--- src/rtl/piso_serializer_pkg.sv ---
// Shared definitions for the PISO serializer and its matching SIPO deserializer.
// The state encodings must stay identical on both sides of the serial link.
package piso_serializer_pkg;

  typedef enum logic {
    ST_IDLE  = 1'b0,
    ST_SHIFT = 1'b1
  } shift_state_t;

  // Width of a bit counter that must reach width-1 without wrapping.
  function automatic int cnt_w(input int width);
    return $clog2(width);
  endfunction

endpackage

--- src/rtl/piso_bit_counter.sv ---
// Bit-position counter for the serializer.
// Clears on a word accept and advances one position per shifted bit.
module piso_bit_counter
  import piso_serializer_pkg::*;
#(
  parameter int WIDTH = 4
) (
  input  logic                      clk,
  input  logic                      rst,
  input  logic                      clr,
  input  logic                      inc,
  output logic [cnt_w(WIDTH)-1:0]  count,
  output logic                      at_last
);

  localparam int CW = cnt_w(WIDTH);
  localparam logic [CW-1:0] LAST_COUNT = CW'(WIDTH - 1);

  // The caller only raises inc below LAST_COUNT, so the counter never wraps.
  always_ff @(posedge clk or posedge rst) begin
    if (rst) begin
      count <= '0;
    end else if (clr) begin
      count <= '0;
    end else if (inc) begin
      count <= count + CW'(1);
    end
  end

  assign at_last = (count == LAST_COUNT);

endmodule

--- src/rtl/piso_serializer.sv ---
// Parallel-in serial-out shifter with valid/ready load and framing flags.
// Words follow each other without a gap when the next one is ready on the final bit.
module piso_serializer
  import piso_serializer_pkg::*;
#(
  parameter int WIDTH     = 4,
  parameter bit MSB_FIRST = 1'b0
) (
  input  logic             clk,
  input  logic             rst,
  input  logic [WIDTH-1:0] in,
  input  logic             load_valid,
  output logic             load_ready,
  input  logic             en,
  output logic             out,
  output logic             out_valid,
  output logic             last
);

  localparam int CW = cnt_w(WIDTH);
  localparam logic [CW-1:0] LAST_COUNT = CW'(WIDTH - 1);

  shift_state_t     state_reg;
  shift_state_t     state_next;
  logic [WIDTH-1:0] sr_reg;
  logic [CW-1:0]    count;
  logic             at_last;
  logic             accept;
  logic             advance;
  logic             head;

  // Ready is the one output allowed to see en: the final bit frees the register.
  always_comb begin
    load_ready = 1'b0;
    if (!rst) begin
      if (state_reg == ST_IDLE) begin
        load_ready = 1'b1;
      end else if (at_last && en) begin
        load_ready = 1'b1;
      end
    end
  end

  assign accept  = load_valid && load_ready;
  assign advance = (state_reg == ST_SHIFT) && en && !at_last;

  piso_bit_counter #(
    .WIDTH (WIDTH)
  ) u_bit_counter (
    .clk     (clk),
    .rst     (rst),
    .clr     (accept),
    .inc     (advance),
    .count   (count),
    .at_last (at_last)
  );

  always_ff @(posedge clk or posedge rst) begin
    if (rst) begin
      state_reg <= ST_IDLE;
    end else begin
      state_reg <= state_next;
    end
  end

  always_comb begin
    state_next = state_reg;
    case (state_reg)
      ST_IDLE: begin
        if (accept) state_next = ST_SHIFT;
      end
      ST_SHIFT: begin
        if (en && at_last) state_next = accept ? ST_SHIFT : ST_IDLE;
      end
      default: state_next = ST_IDLE;
    endcase
  end

  always_ff @(posedge clk or posedge rst) begin
    if (rst) begin
      sr_reg <= '0;
    end else if (accept) begin
      sr_reg <= in;
    end else if (advance) begin
      if (MSB_FIRST) sr_reg <= {sr_reg[WIDTH-2:0], 1'b0};
      else           sr_reg <= {1'b0, sr_reg[WIDTH-1:1]};
    end
  end

  generate
    if (MSB_FIRST) begin : g_head_msb
      assign head = sr_reg[WIDTH-1];
    end else begin : g_head_lsb
      assign head = sr_reg[0];
    end
  endgenerate

  always_comb begin
    out_valid = (state_reg == ST_SHIFT);
    out       = out_valid && head;
    last      = out_valid && (count == LAST_COUNT);
  end

endmodule

--- config.mk ---
export PLATFORM = sky130hd
export DESIGN_NAME = piso_serializer
export DESIGN_NICKNAME = d
export VERILOG_FILES = /design/src/rtl/piso_serializer_pkg.sv /design/src/rtl/piso_bit_counter.sv /design/src/rtl/piso_serializer.sv
export SDC_FILE = /design/constraint.sdc
export NUM_CORES = 1
export LEC_CHECK = 0
export BUFFER_PORTS_ARGS = -buffer_cell sky130_fd_sc_hd__buf_2
export CAP_MARGIN = 20
export CORE_AREA = 2 2 39 41
export DETAILED_ROUTE_END_ITERATION = 10
export DIE_AREA = 0 0 41 43
export SYNTH_ARGS = -nofsm -noshare
export SYNTH_HDL_FRONTEND = slang
export SYNTH_SLANG_ARGS = --single-unit
--- constraint.sdc ---
create_clock -name clk -period 3.7 [get_ports clk]
set_clock_uncertainty 0.05 [all_clocks]
set_input_delay 0.74 -clock clk [delete_from_list [all_inputs] [get_ports clk]]
set_output_delay 0.74 -clock clk [all_outputs]
set_load 0.03 [all_outputs]
# Yosys cells after proc, flatten, opt, wreduce, memory -nomap -nowiden
# Index checks and enable logic that the tools add are counted.
[classes]
muxes = 10
bitwise = 1
reduce_logical = 8
addsub = 1
n_eq_ne = 1
[ops]
columns = ["op", "n"]
rows = [
  ["2-to-1 mux 4 bit", 2],
  ["logical AND 1 bit", 6],
  ["2-to-1 mux 1 bit", 5],
  ["2-to-1 mux 2 bit", 2],
  ["adder 2 x 1 -> 2 bit, second input constant", 1],
  ["== test 2 bit, second input constant", 1],
  ["case mux 1 bit (2 select lines)", 1],
  ["nonzero test 2 bit", 1],
  ["zero test 1 bit", 1],
  ["NOT 1 bit", 1],
]
[totals]
register_bits = 7
output_inout_bits = 4
in_bits = 8

# Longest topological paths before layout
[depth]
word_depth = 9
ltp_mapped = 4
ltp_nobuf = 4

# Hierarchy
# A second synthesis with hierarchy kept.
[hier_totals]
hier_cells = 31
area_unflattened_um2 = 390.4
[modules_own_cells]
columns = ["module", "cells_each", "seq_area_each_um2", "area_each_um2", "instances"]
rows = [
  ["piso_serializer", 23, 125.1, 297.8, 1],
  ["piso_bit_counter", 8, 50.0, 92.6, 1],
]

# Worst setup path before layout
# No wires, ideal clock.
[synth_timing]
path_kind = "input-to-output"
start = "input port en"
end = "output port load_ready"
cell_stages = 2
t_arrival_ns = 1.196
path_buffers = 0
slack_ns = 1.714
path_cell_list = "a21boi_4 -> nor2_1"
[synth_via]
elab_chain_cells = 4
[synth_lines]
columns = ["item", "line", "text"]
rows = [
  ["start: declaration", "piso_serializer.sv:14", "input logic en,"],
  ["logical AND 1 bit", "piso_serializer.sv:38", "end else if (at_last && en) begin"],
  ["2-to-1 mux 1 bit", "piso_serializer.sv:38", ""],
  ["2-to-1 mux 1 bit", "piso_serializer.sv:36", "if (state_reg == ST_IDLE) begin"],
  ["2-to-1 mux 1 bit", "piso_serializer.sv:35", "if (!rst) begin"],
  ["end: declaration", "piso_serializer.sv:13", "output logic load_ready,"],
]
# No other way between the ends.

# Final worst setup path
[layout_timing]
start = "register u_bit_counter.count[0]"
end = "output port load_ready"
[layout_via]
elab_chain_cells = 5
[layout_lines]
columns = ["item", "line", "text"]
rows = [
  ["start: declaration", "piso_bit_counter.sv:12", "output logic [cnt_w(WIDTH)-1:0] count,"],
  ["start signal: assignment", "piso_bit_counter.sv:26", "count <= count + CW'(1);"],
  ["== test 2 bit", "piso_bit_counter.sv:30", "assign at_last = (count == LAST_COUNT);"],
  ["logical AND 1 bit", "piso_serializer.sv:38", ""],
  ["2-to-1 mux 1 bit", "piso_serializer.sv:38", ""],
  ["2-to-1 mux 1 bit", "piso_serializer.sv:36", ""],
  ["2-to-1 mux 1 bit", "piso_serializer.sv:35", ""],
]
# No other way between the ends.

==> out/qor.txt <==
Syn. warnings - 0
R2R Path Start - u_bit_counter.count[0]
Final #Nets - 54
final WL - 629 µm
combinational power share - 0.477
Vias/cell - 4.33
Avg Inst Size Synth - 13.3 µm²
worst r2r dst - sr_reg[1]
outcome - finished clean
pre-CTS setup slack - 1.63 ns
Synth Area in XOR/XNOR - 0.0227
Worst-Skew Late Latency - 0.24 ns
RSZ-0062 raised after global routing - false
# DRC - 0
GR Overflow Total - 0
Mapped Area - 387 µm²
CORE AREA - 1380 µm²
post-DP HPWL - 475 µm
Multi-input gate area - 204 µm²
CP max stage delay - 0.39 ns
postcts setup bufs - 0
post-route setup slack - 1.57 ns
die area - 1760 µm²
area leader, netlist - dfrtp_1
CTS tree - yes
Reg area - 175 µm²
R2R setup slack - 2.06 ns
chip width - 41 µm
largest net degree at the start of global routing - 8
sequential area share after synthesis - 0.453
CP Cell Sequence - ha_1 > a21boi_4 > nor2_1 > buf_2
Placer Congestion - 0.659
Fmax achieved - 470 MHz
Final setup viols - 0
Max Slew Vio Count - 0
CP required - 2.91 ns
Yosys top cell area share - 0.453
Final Cell Area - 488 µm²
die height - 43 µm
Max clock buf depth - 2
critical path class - reg -> out
simple-gate area share of the yosys netlist - 0.188
mux contribution to synthesized area - 0.236
Tot Pwr - 0.387 mW
top cells by area, synth - dfrtp_1 45%, mux2_2 8.7%, mux2_1 5.8%
worst r2r path cells - 4
first-pass GRT wire length - 1.05 mm
leakage power - 0.259 nW
final hold violations - 0
antenna cells - 0
Flop pwr share - 0.353
crit end category - output port
# resized after CTS - 0
vias in the first global route - 259
Worst Path Arrival - 1.34 ns
Final Cycle Share - 0.575
commonest non-fill, non-tap cell in the layout - buf_2
starting density of the core - 0.279
setup TNS - 0 ns
combinational family with the most area after synthesis - multiplexers
First-pass DRT Iterations - 2
worst hold-check path type - in -> async
relative slew slack - 0.760
worst-margin pin slew - 0.359 ns
Critical Path Slowest Stage Cell - dfrtp_1
clock network power share - 0.171
gr usage total - 0.0942
Fillers - 147
Syn Inst Count - 29
Synth Area in Compound Gates - 0.0485
Int Pwr - 0.244 mW
P&R area growth vs syn - 26.2%
antenna viol nets, final - 0
H-tree depth - 1
routed wire length per instance - 10.5 µm
initial antenna violation count - 0
post-route core utilization - 0.353
1st-iter DRT viols - 3
# port buffers - 11
NetSw - 0.143 mW
Largest register FFs - 4
count of cell types in the netlist - 15
TritonCTS Buffers - 3
# clock sinks - 7
share of cells above drive strength 1 - 0.500
hold buffers post-CTS - 0
commonest non-fill, non-tap cells in the layout - 11 x buf_2, 7 x dfrtp_1, 3 x mux2_2, 3 x nor2_1, 3 x clkbuf_4
via count - 260
Startpoint Class - flop
row cnt - 14
CTS root buf - clkbuf_4
net count after synthesis - 38
pwr dens - 792 nW/µm²
Sw Ratio - 0.369
I/O pin cnt - 12
clock slew at reported path FFs - 0.05 ns
critical path peak fanout - 3
DP Area - 462 µm²
crit path time final - 2.13 ns
synthesis-stage register bit count - 7
maximum vdd ir drop - 0.294 mV
post-synthesis adder-cell area fraction - 0.0324
max cap viols - 0
worst max-delay path: cells and delay by family, from the launching register on:
kind                     cells  cell delay [ns]
AND/OR/NAND/NOR              1             0.05
flip-flops                   1             0.39
buffers and inverters        1             0.17
adder cells (fa/ha/maj)      1             0.26
AO/OA/AOI/OAI                1             0.22
power groups by stage:
| stage | Clock [mW] | Combinational, mW | Sequential, mW |
|---|---|---|---|
| CTS | 0.0689 | 0.187 | 0.136 |
| global route | 0.0765 | 0.204 | 0.140 |
| global placement | 0 | 0.185 | 0.135 |
| finish | 0.0660 | 0.184 | 0.136 |
| floorplan | 0 | 0.142 | 0.141 |
| detailed placement | 0 | 0.187 | 0.137 |
cell type report:
class | count | area share
Inverter | 2 | 0.0154
Multi-Input combinational cell | 20 | 0.418
Timing Repair Buffer | 11 | 0.113
Tap cell | 16 | 0.0410
Sequential cell | 7 | 0.359
Clock buffer | 4 | 0.0538
synthesized netlist by cell type:
cell	count
and2_1	2
nand3b_4	1
ha_1	1
inv_1	2
xor2_1	1
mux2_2	3
nor2_1	3
mux2_1	2
a21boi_4	1
mux2_4	1
nand2_1	1
or2_2	1
nor3b_4	1
mux2i_1	2
dfrtp_1	7
per-layer routing:
metal	global-route usage	part of all wire	up-vias
li1	-	-	127
met1	0.0960	0.41	120
met2	0.131	0.47	11
met3	0.0681	0.10	2
met4	0.0600	0.019	0
met5	0	0	-
cells by family after synthesis:
kind of cell               after synthesis
AOI/OAI and AO/OA                        1
xor gates and xnor gates                 1
adders and majority gates                1
buffers and inverters                    2
DFF                                      7
muxes                                    8
and+or+nand+nor                          9
how the worst max path moves through the flow:
stage / start / to / cells past startpoint
after global routing: u_bit_counter.count[0] / load_ready / 4
after floorplan: en / load_ready / 2
final: u_bit_counter.count[0] / load_ready / 4
after CTS: u_bit_counter.count[0] / load_ready / 4
after global placement: en / load_ready / 4
after detailed placement: en / load_ready / 4
per-stage QoR:
| step | hold WS, ns | cells |
|---|---|---|
| 2_1_floorplan | 0.443 | 29 |
| 3_3_place_gp | 0.460 | 56 |
| 3_5_place_dp | 0.471 | 56 |
| 4_1_cts | 0.413 | 60 |
| 5_1_grt | 0.427 | 60 |
| 6_report | 0.411 | 60 |
(Power assumes the default switching activity.)
